==> src/rtl/hex_scan_ctrl.sv <==
// rtl/hex_scan_ctrl.sv - scans a multi-nibble value through one shared hex-to-7seg decoder
module hex_scan_ctrl #(
  parameter int NUM_DIGITS = 6
) (
  input  logic                      clock,
  input  logic                      resetn,
  input  logic [4*NUM_DIGITS-1:0]   value,
  input  logic                      load,
  input  logic                      blank_lz,
  output logic                      busy,
  output logic                      done,
  output logic [3:0]                dec_nibble,
  input  logic [6:0]                dec_seg,
  output logic [7*NUM_DIGITS-1:0]   hex_out
);

  localparam int               IDX_W     = (NUM_DIGITS > 1) ? $clog2(NUM_DIGITS) : 1;
  localparam logic [IDX_W-1:0] IDX_TOP   = IDX_W'(NUM_DIGITS - 1);
  localparam logic [IDX_W-1:0] IDX_ZERO  = '0;
  localparam logic [6:0]       SEG_BLANK = 7'h7F;

  typedef enum logic [1:0] {
    S_IDLE = 2'd0,
    S_SCAN = 2'd1,
    S_DONE = 2'd2
  } state_t;

  state_t                    state_q, state_d;
  logic [IDX_W-1:0]          idx_q, idx_d;
  logic                      lead_q, lead_d;
  logic                      blank_q, blank_d;
  logic [4*NUM_DIGITS-1:0]   shadow_q, shadow_d;
  logic [7*NUM_DIGITS-1:0]   hex_q, hex_d;

  logic [3:0]                cur_nibble;
  logic                      blank_now;
  logic [6:0]                seg_wr;

  // Pick the shadow nibble addressed by the scan index
  always_comb begin
    cur_nibble = 4'h0;
    for (int i = 0; i < NUM_DIGITS; i++) begin
      if (idx_q == IDX_W'(i)) begin
        cur_nibble = shadow_q[4*i +: 4];
      end
    end
  end

  // Leading zeros are blanked only while no nonzero digit has been seen; digit 0 always shows
  always_comb begin
    blank_now = blank_q && lead_q && (cur_nibble == 4'h0) && (idx_q != IDX_ZERO);
    seg_wr    = blank_now ? SEG_BLANK : dec_seg;
  end

  // Next-state and output logic for the scan sequencer
  always_comb begin
    state_d    = state_q;
    idx_d      = idx_q;
    lead_d     = lead_q;
    blank_d    = blank_q;
    shadow_d   = shadow_q;
    hex_d      = hex_q;
    dec_nibble = 4'h0;
    busy       = 1'b1;
    done       = 1'b0;

    case (state_q)
      S_IDLE: begin
        busy = 1'b0;
        if (load) begin
          shadow_d = value;
          blank_d  = blank_lz;
          idx_d    = IDX_TOP;
          lead_d   = 1'b1;
          state_d  = S_SCAN;
        end
      end

      S_SCAN: begin
        dec_nibble = cur_nibble;
        for (int i = 0; i < NUM_DIGITS; i++) begin
          if (idx_q == IDX_W'(i)) begin
            hex_d[7*i +: 7] = seg_wr;
          end
        end
        if (!blank_now) begin
          lead_d = 1'b0;
        end
        if (idx_q == IDX_ZERO) begin
          state_d = S_DONE;
        end else begin
          idx_d = idx_q - 1'b1;
        end
      end

      S_DONE: begin
        done    = 1'b1;
        state_d = S_IDLE;
      end

      default: begin
        state_d = S_IDLE;
      end
    endcase
  end

  // State registers; reset aborts any scan and blanks every digit
  always_ff @(posedge clock) begin
    if (!resetn) begin
      state_q  <= S_IDLE;
      idx_q    <= '0;
      lead_q   <= 1'b0;
      blank_q  <= 1'b0;
      shadow_q <= '0;
      hex_q    <= '1;
    end else begin
      state_q  <= state_d;
      idx_q    <= idx_d;
      lead_q   <= lead_d;
      blank_q  <= blank_d;
      shadow_q <= shadow_d;
      hex_q    <= hex_d;
    end
  end

  assign hex_out = hex_q;

endmodule

==> config.mk <==
export PLATFORM = sky130hd
export DESIGN_NAME = hex_scan_ctrl
export DESIGN_NICKNAME = d
export VERILOG_FILES = /design/src/rtl/hex_scan_ctrl.sv
export SDC_FILE = /design/constraint.sdc
export NUM_CORES = 1
export LEC_CHECK = 0
export ABC_AREA = 1
export BUFFER_PORTS_ARGS = -buffer_cell sky130_fd_sc_hd__buf_4
export CORE_ASPECT_RATIO = 0.9
export CORE_MARGIN = 10
export CORE_UTILIZATION = 45
export CTS_CLUSTER_DIAMETER = 30
export CTS_CLUSTER_SIZE = 16
export DETAILED_ROUTE_END_ITERATION = 7
export GPL_TIMING_DRIVEN = 0
export HOLD_SLACK_MARGIN = 0.08
export PLACE_DENSITY = 0.78
export SYNTH_ARGS = -nofsm -noshare
export SYNTH_HDL_FRONTEND = slang
export SYNTH_SLANG_ARGS = --single-unit
==> constraint.sdc <==
create_clock -name clock -period 2.54 [get_ports clock]
set_clock_uncertainty 0.1 [all_clocks]
set_input_delay 0.127 -clock clock [delete_from_list [all_inputs] [get_ports clock]]
set_output_delay 0.127 -clock clock [all_outputs]
set_load 0.1 [all_outputs]
==> flow_summary_export.csv, run 1 <==
group,metric,value,unit
placed_design,placed_cell_area,0.00384,mm²
clocking,clk_root_buffer_cell,"clkbuf_8",
timing,least_margin_pin_slew,0.526,ns
worst_setup_path,critical_path.cell_chain,"inv_1 -> ha_2 -> inv_1 -> nor2_4 -> nand3_1 -> nand3_1 -> nand2_1 -> nand2_1 -> nand2_1 -> a21oi_2 -> buf_4",
timing,fin_setup_tns,0,ns
logic_synthesis,ys_warn_count,0,
logic_synthesis,fraction_of_post_synthesis_cell_area_in_the_top_cell_type_by_area,47.1,%
worst_setup_path,critical_path_arrival,2.17,ns
route,drt_wl_total,9340,µm
timing,setup_violations,0,
finish,final_net_count,598,
logic_synthesis,flop_and_latch_count_out_of_synthesis,73,
worst_setup_path,worst_path_largest_cell_delay,0.34,ns
timing,hold_viol_final,0,
pwr,ir_worst_vdd,0.000474,V
worst_setup_path,crit_path_frequent_cell,"nand2_1",
logic_synthesis,syn-cell-area,0.00310,mm²
timing,final-max-slew-violation-count,0,
timing,timing.max_slew.rel_slack,64.9,%
global_route,grt_first_pass_wirelength,14800,µm
logic_synthesis,synth_cell_types,21,
logic_synthesis,synth_cells,428,
floorplan,pin_count,83,
floorplan,die-height,98.7,µm
logic_synthesis,ys.flop_type,"dfxtp_1",
worst_setup_path,worstSetupEndpointType,"output port",
global_route,grtUsageTotal,17.3,%
min_path,min-delay-path-class,"input pin to flop",
clocking,cts_max_level,3,
clocking,cts.repair_timing.setup_buffer_count,0,
logic_synthesis,post-synth-top-count-cell,"nand2_1",
floorplan,floorplan.die.width,107,µm
logic_synthesis,synth-edff-count,0,
worst_setup_path,worstPathRequired,2.31,ns
clocking,clkSlewWorstSetupHoldPaths,0.09,ns
clocking,cts_tree,"done",
clocking,cts_buffer_depth,2,
floorplan,core_area,0.00662,mm²
worst_setup_path,worstSetupPathType,"flop to output port",
route,initial_drc_count,240,
timing,rsz0062_at_grt,"no",
logic_synthesis,postSynth.asyncResetShare,0,%
logic_synthesis,synth.top_cells.by_count,"118 x nand2_1, 73 x dfxtp_1, 62 x nor2_1",
placed_design,place_hpwl,6550,µm
logic_synthesis,synthesis.nets,468,
finish,syn2layout_area_growth,43.4,%
logic_synthesis,cell_type_with_the_highest_aggregate_area_in_the_netlist,"dfxtp_1",
outcome,run_status,"complete, no violations",
finish,drive_gt1_share,24.2,%
floorplan,floorplan.rows,28,
pwr,leakage,1.88,nW
worst_setup_path,start_kind,"flop",
global_route,pin_count_of_the_biggest_net_entering_global_routing,15,
worst_setup_path,critical_path_top_delay_cell,"dfxtp_1",
route,average_vias_per_placed_instance,5.01,
logic_synthesis,netlist_top_cells_area,"dfxtp_1 47%, nand2_1 14%, a21oi_1 8.2%",
route,drt_drc_violations_left,0,
placed_design,gp_congestion,0.807,
flow_run,drv_cap,0,
route,detailroute.via_count,3274,
route,wl_per_cell,14.3,µm
floorplan,initial_utilization,46.8,%
timing,final_min_period_over_clock_period,94.3,%
clocking,cts_made_buffers,9,
clocking,clock_sinks,73,
global_route,vias_in_the_first_global_route,3139,
worst_setup_path,critical_path.max_fanout,7,
route,drtPass1Iterations,5,
route,route.antenna.remaining_nets,0,
global_route,antenna_found_initial,1,
logic_synthesis,ys_seq_area_share,47.1,%
clocking,worstSkewPairLatency,0.35,ns
finish,postLayoutCellArea,0.00445,mm²
logic_synthesis,avgSynthCellArea,7.24,µm²
floorplan,die_area,0.0106,mm²
pwr,powerDensity,674,mW/mm²
placed_design,buffer_ports.inserted,82,
timing,timing.fmax,0.418,GHz
timing,post-route-min-period,2.40,ns
global_route,globalRouteOverflowTotal,0,
-- cell families after synthesis --
| group | share of synthesized area (%) |
|---|---|
| flops | 47.1 |
| simple gates | 31.8 |
| buf+inv | 6.01 |
| compound gates | 13.0 |
| fa+ha+maj | 2.02 |
-- metrics by stage --
step	util, %	worst slack [ns]	cells	hold WS [ns]	power, mW
finish	67.1	0.145	654	0.130	3.00
global route	67.1	0.0156	654	0.158	3.12
CTS	66.7	0.0239	653	0.114	2.99
detailed placement	58.0	0.289	600	0.284	2.02
global placement	58.0	0.350	600	0.278	2.00
floorplan	-	0.210	428	0.163	1.83
-- worst paths after layout --
check / start / to / slack (ns) / cells past startpoint
worst max-delay path: idx_q[0] / dec_nibble[3] / 0.14 / 11
worst min-delay path: load / shadow_q[3] / 0.13 / 5
worst max register to register: idx_q[0] / hex_out[20] / 0.33 / 15
worst min register to register: shadow_q[10] / shadow_q[10] / 0.36 / 2
-- layer usage --
layer / up-vias / global-route usage (%) / part of all wire (%)
met2: 133 / 28.4 / 49
met4: 0 / 9.24 / 3.3
met1: 1511 / 20.2 / 40
met3: 27 / 4.43 / 7.2
met5: - / 0 / 0
li1: 1603 / - / -
-- critical path, delay by kind of cell, from the launching register on --
family          cells  cell delay [ns]
buf+inv             3             0.53
flops               1             0.34
fa+ha+maj           1             0.23
simple gates        6             0.55
compound gates      1             0.14
-- cells in the final DEF, fill, tap and decap left out, types with 9 or more instances in the layout --
cell / n
nand2_1: 118
buf_4: 80
dfxtp_1: 73
nor2_1: 60
a21oi_1: 48
dlygate4sd3_1: 37
inv_1: 29
o21ai_0: 27
nand3_1: 13
clkbuf_1: 12
nand2_4: 11
clkbuf_8: 9
-- timing repair --
action,CTS,global route
endpoints found under the hold margin,68,0
resized for setup,0,8
setup endpoints to repair,0,4
hold buffers,37,0
-- flip-flops by register name, indices dropped and copies added, names as in the netlist --
register	cells
lead_q	1
shadow_q	24
idx_q	3
state_q	2
blank_q	1
hex_out	42
-- power breakdown --
group	switching [mW]	internal, mW
clock	0.477	0.462
combinational	0.550	0.237
sequential	0.0493	1.22
-- layout make-up --
type / count / area [µm²]
fillers: 540 / 2180
clock inverters: 7 / 77.6
plain buffers: 12 / 45.0
diodes: 1 / 2.50
inverters: 37 / 141
multi-input cells: 306 / 1480
flip-flops and latches: 73 / 1460
repair buffers: 119 / 1000
clock buffers: 9 / 124
well taps: 90 / 113
No activity file was read; power rests on OpenSTA's default activity.
==> run 2, diff against run 1 <==
--- a/config.mk
+++ b/config.mk
@@ -5,7 +5,6 @@
 export SDC_FILE = /design/constraint.sdc
 export NUM_CORES = 1
 export LEC_CHECK = 0
-export ABC_AREA = 1
 export BUFFER_PORTS_ARGS = -buffer_cell sky130_fd_sc_hd__buf_4
 export CORE_ASPECT_RATIO = 0.9
 export CORE_MARGIN = 10
==> run 2 against run 1 <==
Against the previous run:
- count of clock-buffer cells in the layout up 1
- register-to-register slack lost 0.17 ns
- critical endpoint is now dec_nibble[2]
- die area up 1.6%
- sequential power hardly changed
- largest cell class unchanged
- flip-flop and latch count did not move
- setup slack worse by 0.065 ns
- first-iteration DRC count decreased by 29%
- utilization increased by 0.40 points
- sequential share of layout area fell by 0.48 points
- clock power grew 9%
==> flow_summary_export.csv, run 2 <==
group,metric,value,unit
logic_synthesis,syn-cell-area,0.00316,mm²
worst_setup_path,regToRegStartpoint,"idx_q[0]",
floorplan,floorplan.die.width,108,µm
clocking,clk_root_buffer_cell,"clkbuf_8",
timing,timing.fmax,0.406,GHz
clocking,clkSlewWorstSetupHoldPaths,0.07,ns
worst_setup_path,r2r_setup_slack,0.16,ns
timing,setup_violations,0,
global_route,globalRouteOverflowTotal,0,
placed_design,number_of_placed_instances_with_taps_included,531,
floorplan,pin_count,83,
floorplan,initial_utilization,47.2,%
global_route,antenna_found_initial,0,
timing,post-route-min-period,2.46,ns
logic_synthesis,synth-edff-count,0,
logic_synthesis,postSynth.asyncResetShare,0,%
finish,share_of_the_core_filled_with_cells,67.5,%
logic_synthesis,synth_cell_types,31,
min_path,worst_hold_startpoint,"load",
global_route,grt_first_pass_wirelength,15400,µm
min_path,hold_path_depth,5,
worst_setup_path,critical_path_arrival,2.23,ns
pwr,powerDensity,655,mW/mm²
worst_setup_path,worstPathRequired,2.31,ns
clocking,worstSkewPairLatency,0.34,ns
clocking,cts_tree,"done",
worst_setup_path,worstSetupPathType,"flop to output port",
finish,most_common_cell_after_layout_fill_and_taps_aside,"nand2_1",
logic_synthesis,flop_and_latch_count_out_of_synthesis,73,
route,detailroute.via_count,3059,
route,wl_per_cell,16.4,µm
logic_synthesis,netlist_top_cells_area,"dfxtp_1 46%, nand2_1 9.7%, a41oi_2 7.7%",
min_path,holdPathEnd,"idx_q[0]",
logic_synthesis,fraction_of_post_synthesis_cell_area_in_the_top_cell_type_by_area,46.2,%
clocking,clock_sinks,73,
outcome,run_status,"complete, no violations",
floorplan,core_area,0.00669,mm²
logic_synthesis,synth_cells,360,
finish,most_frequent_cells_in_the_layout,"82 x nand2_1, 81 x buf_4, 71 x dfxtp_1",
clocking,cts_max_level,3,
logic_synthesis,ys_seq_area_share,46.2,%
finish,largest_register_ffs,42,
pwr,finalPower,2.96,mW
logic_synthesis,avgSynthCellArea,8.78,µm²
finish,drive_gt1_share,28.1,%
timing,fin_setup_tns,0,ns
placed_design,gp_congestion,0.865,
finish,final_net_count,526,
route,route.antenna.remaining_nets,0,
floorplan,die_area,0.0108,mm²
timing,timing.max_slew.rel_slack,51.9,%
min_path,min-delay-path-class,"input pin to flop",
worst_setup_path,critical_path.cell_chain,"inv_1 -> ha_1 -> buf_2 -> a21oi_1 -> o21ai_0 -> a31oi_1 -> nor2_2 -> buf_4",
logic_synthesis,synth.top_cells.by_count,"82 x nand2_1, 73 x dfxtp_1, 37 x nor2_1",
worst_setup_path,worst_path_dominant_cell_family,"compound AO/OA/AOI/OAI gates",
worst_setup_path,reg2reg_depth,10,
logic_synthesis,ys.flop_type,"dfxtp_1",
worst_setup_path,start_kind,"flop",
logic_synthesis,post-synth-top-count-cell,"nand2_1",
route,initial_drc_count,171,
timing,final_min_period_over_clock_period,96.9,%
worst_setup_path,critical_path_top_delay_cell,"dfxtp_2",
finish,stdcell_count,581,
placed_design,buffer_ports.inserted,81,
global_route,grtUsageTotal,17.5,%
floorplan,die-height,99.5,µm
logic_synthesis,synthesis.nets,400,
logic_synthesis,ys_warn_count,0,
global_route,vias_in_the_first_global_route,3046,
pwr,leakage,1.74,nW
timing,final-max-slew-violation-count,0,
route,drt_drc_violations_left,0,
worst_setup_path,worst_r2r_endpoint,"hex_out[16]",
global_route,pin_count_of_the_biggest_net_entering_global_routing,14,
finish,syn2layout_area_growth,43.0,%
logic_synthesis,cell_type_with_the_highest_aggregate_area_in_the_netlist,"dfxtp_1",
clocking,cts_made_buffers,9,
route,drt_wl_total,9520,µm
finish,diodes,0,
timing,hold_viol_final,0,
floorplan,floorplan.rows,28,
placed_design,place_hpwl,6780,µm
route,average_vias_per_placed_instance,5.27,
worst_setup_path,critical_path.n_buffers_inverters,3,
flow_run,drv_cap,0,
route,drtPass1Iterations,4,
worst_setup_path,worstSetupEndpointType,"output port",
worst_setup_path,worst_path_largest_cell_delay,0.37,ns
worst_setup_path,critical_path.max_fanout,10,
timing,least_margin_pin_slew,0.720,ns
pwr,ir_worst_vdd,0.000383,V
clocking,cts_buffer_depth,2,
[run 2: cell count changes after synthesis, moves of 15 or more]
cell,delta
a21oi_1,-41
nand2_1,-36
a21boi_0,+28
inv_1,-25
nor2_1,-25
o21ai_0,-22
a31oi_1,+18
a41oi_2,+15
[run 2: logic make-up (layout without fill, tap and decap cells)]
logic type,Yosys count,after routing,synth area share [%]
AND/OR/NAND/NOR,164,164,23.4
AO/OA/AOI/OAI,88,88,24.0
flip-flops,73,73,46.2
buffers and inverters,30,161,4.35
adder cells (fa/ha/maj),5,5,1.98
[run 2: layer usage]
| metal | vias to the layer above | global-route usage, % | wire, µm |
|---|---|---|---|
| met1 | 1443 | 21.2 | 4040 |
| met5 | - | 0 | 0 |
| met3 | 25 | 3.81 | 562 |
| li1 | 1501 | - | - |
| met2 | 90 | 28.9 | 4680 |
| met4 | 0 | 8.11 | 231 |
[run 2: worst max path at each step]
stage / cells after the start / slack, ns / startpoint / endpoint
global route: 8 / -0.008 / idx_q[0] / dec_nibble[2]
detailed placement: 9 / 0.03 / idx_q[0] / hex_out[39]
floorplan: 6 / 0.14 / idx_q[0] / dec_nibble[3]
finish: 8 / 0.08 / idx_q[0] / dec_nibble[2]
global placement: 9 / 0.11 / idx_q[0] / hex_out[8]
CTS: 7 / 0.01 / idx_q[0] / dec_nibble[3]
[run 2: metrics by stage]
stage | worst slack [ns] | area [µm²] | hold slack [ns]
floorplan | 0.135 | 3170 | 0.151
global placement | 0.112 | 3890 | 0.253
detailed placement | 0.0290 | 3890 | 0.255
CTS | 0.0121 | 4440 | 0.112
global route | -0.00832 | 4520 | 0.186
finish | 0.0796 | 4520 | 0.117
[run 2: area by class of cell]
cell class | instances | area, µm²
well taps | 90 | 113
plain buffers | 26 | 128
multi-input cells | 257 | 1620
repair buffers | 115 | 955
flip-flops and latches | 73 | 1460
clock buffers | 10 | 138
clock inverters | 6 | 90.1
inverters | 4 | 15.0
fillers | 532 | 2170
[run 2: repair_timing]
| item | in CTS | in global routing |
|---|---|---|
| gates resized for setup | 1 | 12 |
| endpoints found under the setup margin | 1 | 40 |
| setup buffers | 0 | 2 |
| endpoints found under the hold margin | 32 | 0 |
| cloned | 0 | 0 |
| hold buffers | 32 | 0 |
| pin swaps | 0 | 3 |
[run 2: power breakdown]
| group | internal (mW) | switching [mW] | leakage [nW] |
|---|---|---|---|
| Clock | 0.583 | 0.440 | 0.113 |
| Sequential | 1.20 | 0.0392 | 0.597 |
| Combinational | 0.219 | 0.477 | 1.03 |
[run 2: worst register-to-register path: cells and delay by family (launching register included)]
family	cells	cell delay [ns]
adders and majority gates	1	0.20
AOI/OAI and AO/OA	3	0.68
and+or+nand+nor	2	0.34
DFF	1	0.37
buffers and inverters	4	0.61
==> run 3, diff against run 2 <==
--- a/config.mk
+++ b/config.mk
@@ -6,15 +6,18 @@
 export NUM_CORES = 1
 export LEC_CHECK = 0
 export BUFFER_PORTS_ARGS = -buffer_cell sky130_fd_sc_hd__buf_4
+export CELL_PAD_IN_SITES_DETAIL_PLACEMENT = 0
+export CELL_PAD_IN_SITES_GLOBAL_PLACEMENT = 1
 export CORE_ASPECT_RATIO = 0.9
 export CORE_MARGIN = 10
-export CORE_UTILIZATION = 45
+export CORE_UTILIZATION = 39
 export CTS_CLUSTER_DIAMETER = 30
 export CTS_CLUSTER_SIZE = 16
 export DETAILED_ROUTE_END_ITERATION = 7
 export GPL_TIMING_DRIVEN = 0
 export HOLD_SLACK_MARGIN = 0.08
-export PLACE_DENSITY = 0.78
+export PLACE_DENSITY = 0.88
 export SYNTH_ARGS = -nofsm -noshare
 export SYNTH_HDL_FRONTEND = slang
 export SYNTH_SLANG_ARGS = --single-unit
+export TNS_END_PERCENT = 10
==> run 3 against run 2 <==
Against the previous run:
- final area rose by 1.4%
- largest power group unchanged
- non-clock buffer count grew 3
- register-to-register slack got worse by 0.02 ns
- die area grew 12%
- critical path type unchanged
- first-iteration DRC count grew 43%
- critical endpoint is now dec_nibble[1]
- combinational power increased by 3.3%
- critical path depth is the same
- utilization fell by 10 points
- sequential power barely moved
==> flow_summary_export.csv, run 3 (synthesis results as in run 2) <==
group,metric,value,unit
outcome,run_status,"complete, no violations",
clocking,cts_buffer_depth,2,
clocking,cts_tree,"done",
finish,final_net_count,530,
flow_run,drv_cap,0,
pwr,p_sw,0.970,mW
finish,largest_register_ffs,42,
pwr,powerDensity,668,mW/mm²
worst_setup_path,start_kind,"flop",
placed_design,placement.setup.worst_slack,0.116,ns
floorplan,pin_count,83,
placed_design,buffer_ports.inserted,81,
worst_setup_path,worstSetupPathType,"flop to output port",
floorplan,floorplan.rows,31,
worst_setup_path,worstSetupEndpointType,"output port",
pwr,pwr-share-seq,40.5,%
route,routedLengthMet1,4250,µm
timing,setup_violations,0,
route,drt_drc_violations_left,0,
placed_design,gp_congestion,0.951,
timing,finalWorstSetupSlack,0.0824,ns
floorplan,initial_utilization,39.6,%
timing,post-route-min-period,2.46,ns
clocking,clkSlewWorstSetupHoldPaths,0.07,ns
pwr,switching_share,31.7,%
clocking,clock_sinks,73,
clocking,cts_max_level,3,
floorplan,core_area,0.00799,mm²
placed_design,place_hpwl,6730,µm
finish,diodes,0,
finish,most_common_cell_after_layout_fill_and_taps_aside,"buf_4",
finish,stdcell_count,594,
timing,timing.max_slew.rel_slack,54.8,%
pwr,power_frac_comb,23.4,%
floorplan,floorplan.die.width,115,µm
timing,hold_viol_final,0,
pwr,ir_worst_vdd,0.000274,V
finish,n_fill_cell,690,
timing,timing.fmax,0.407,GHz
finish,share_of_the_core_filled_with_cells,57.4,%
finish,drive_gt1_share,27.9,%
global_route,vias_in_the_first_global_route,3047,
placed_design,number_of_placed_instances_with_taps_included,540,
worst_setup_path,worstPathRequired,2.31,ns
floorplan,die_area,0.0121,mm²
global_route,globalRouteOverflowTotal,0,
finish,most_frequent_cells_in_the_layout,"84 x buf_4, 82 x nand2_1, 71 x dfxtp_1",
clocking,cts_made_buffers,9,
worst_setup_path,critical_path.max_fanout,10,
route,detailroute.via_count,3052,
route,average_vias_per_placed_instance,5.14,
timing,final-max-slew-violation-count,0,
min_path,min-delay-path-class,"input pin to flop",
pwr,pwr-share-clk,36.0,%
route,wl_per_cell,15.9,µm
global_route,grtUsageTotal,15.0,%
clocking,worstSkewPairLatency,0.35,ns
global_route,antenna_found_initial,0,
floorplan,die-height,105,µm
route,wl_met3,556,µm
global_route,pin_count_of_the_biggest_net_entering_global_routing,14,
pwr,leakage,1.76,nW
route,drt_wl_total,9440,µm
global_route,grt_first_pass_wirelength,14900,µm
route,top_signal_layer_used,"met4",
route,initial_drc_count,245,
timing,least_margin_pin_slew,0.677,ns
worst_setup_path,critical_path_arrival,2.23,ns
timing,final_min_period_over_clock_period,96.8,%
route,drtPass1Iterations,4,
route,route.antenna.remaining_nets,0,
finish,syn2layout_area_growth,45.1,%
clocking,clk_root_buffer_cell,"clkbuf_8",
route,met2WireLength,4470,µm
pwr,p_int,2.09,mW
-- run 3: cell types whose count changed in the layout (fill, tap and decap cells not counted), sizes merged --
| cell | previous run | this run |
|---|---|---|
| buf | 93 | 95 |
| clkinv | 2 | 1 |
| clkbuf | 26 | 27 |
| bufinv | 2 | 3 |
| nand4 | 1 | 2 |
-- run 3: through the flow --
step                power [mW]  instance area, µm²  TNS, ns  hold slack (ns)
floorplan                 1.72                3160   -0.331            0.151
detailed placement        1.89                3890        0            0.253
global route              3.19                4580  -0.0261            0.203
global placement          1.88                3890        0            0.253
finish                    3.06                4580        0            0.133
CTS                       3.03                4470        0            0.133
-- run 3: worst max-delay path, stage by stage, from the launching register on --
cell      delay [ns]
dfxtp_2         0.36
inv_1           0.08
ha_1            0.25
buf_2           0.21
nand3b_1        0.17
a31oi_1         0.26
a31oi_2         0.07
nor2_1          0.16
buf_4           0.32
-- run 3: cell type report --
cell class | instances | area (µm²) | area share, %
Buffer | 26 | 133 | 2.89
Multi-Input combinational cell | 258 | 1630 | 35.5
Timing Repair Buffer | 118 | 981 | 21.4
Tap cell | 99 | 124 | 2.70
Clock buffer | 10 | 128 | 2.78
Inverter | 4 | 15.0 | 0.328
Clock inverter | 6 | 115 | 2.51
Sequential cell | 73 | 1460 | 31.9
-- run 3: timing repair --
item / CTS / global route
hold buffers: 32 / 0
pin swaps: 0 / 6
setup buffers: 0 / 5
setup endpoints to repair: 1 / 40
gates resized for setup: 2 / 15
gates cloned: 0 / 1
endpoints found under the hold margin: 33 / 0
-- run 3: power by group through the flow --
stage / clock network, mW / registers [mW] / logic, mW
floorplan: 0 / 1.41 / 0.310
detailed placement: 0 / 1.27 / 0.625
global route: 1.17 / 1.25 / 0.771
finish: 1.10 / 1.24 / 0.718
global placement: 0 / 1.27 / 0.618
CTS: 1.12 / 1.24 / 0.670
-- run 3: worst paths after layout --
| path | start | end | slack, ns | cells past startpoint |
|---|---|---|---|---|
| hold / removal | load | idx_q[0] | 0.13 | 5 |
| setup / recovery | idx_q[1] | dec_nibble[1] | 0.08 | 8 |
| hold reg to reg | shadow_q[9] | shadow_q[9] | 0.36 | 2 |
| setup reg to reg | idx_q[1] | hex_out[12] | 0.14 | 10 |
-- run 3: metal layers --
metal | vias to the layer above | global-route usage, %
li1 | 1513 | -
met1 | 1432 | 19.1
met2 | 93 | 23.3
met3 | 14 | 3.40
met4 | 0 | 7.33
met5 | - | 0
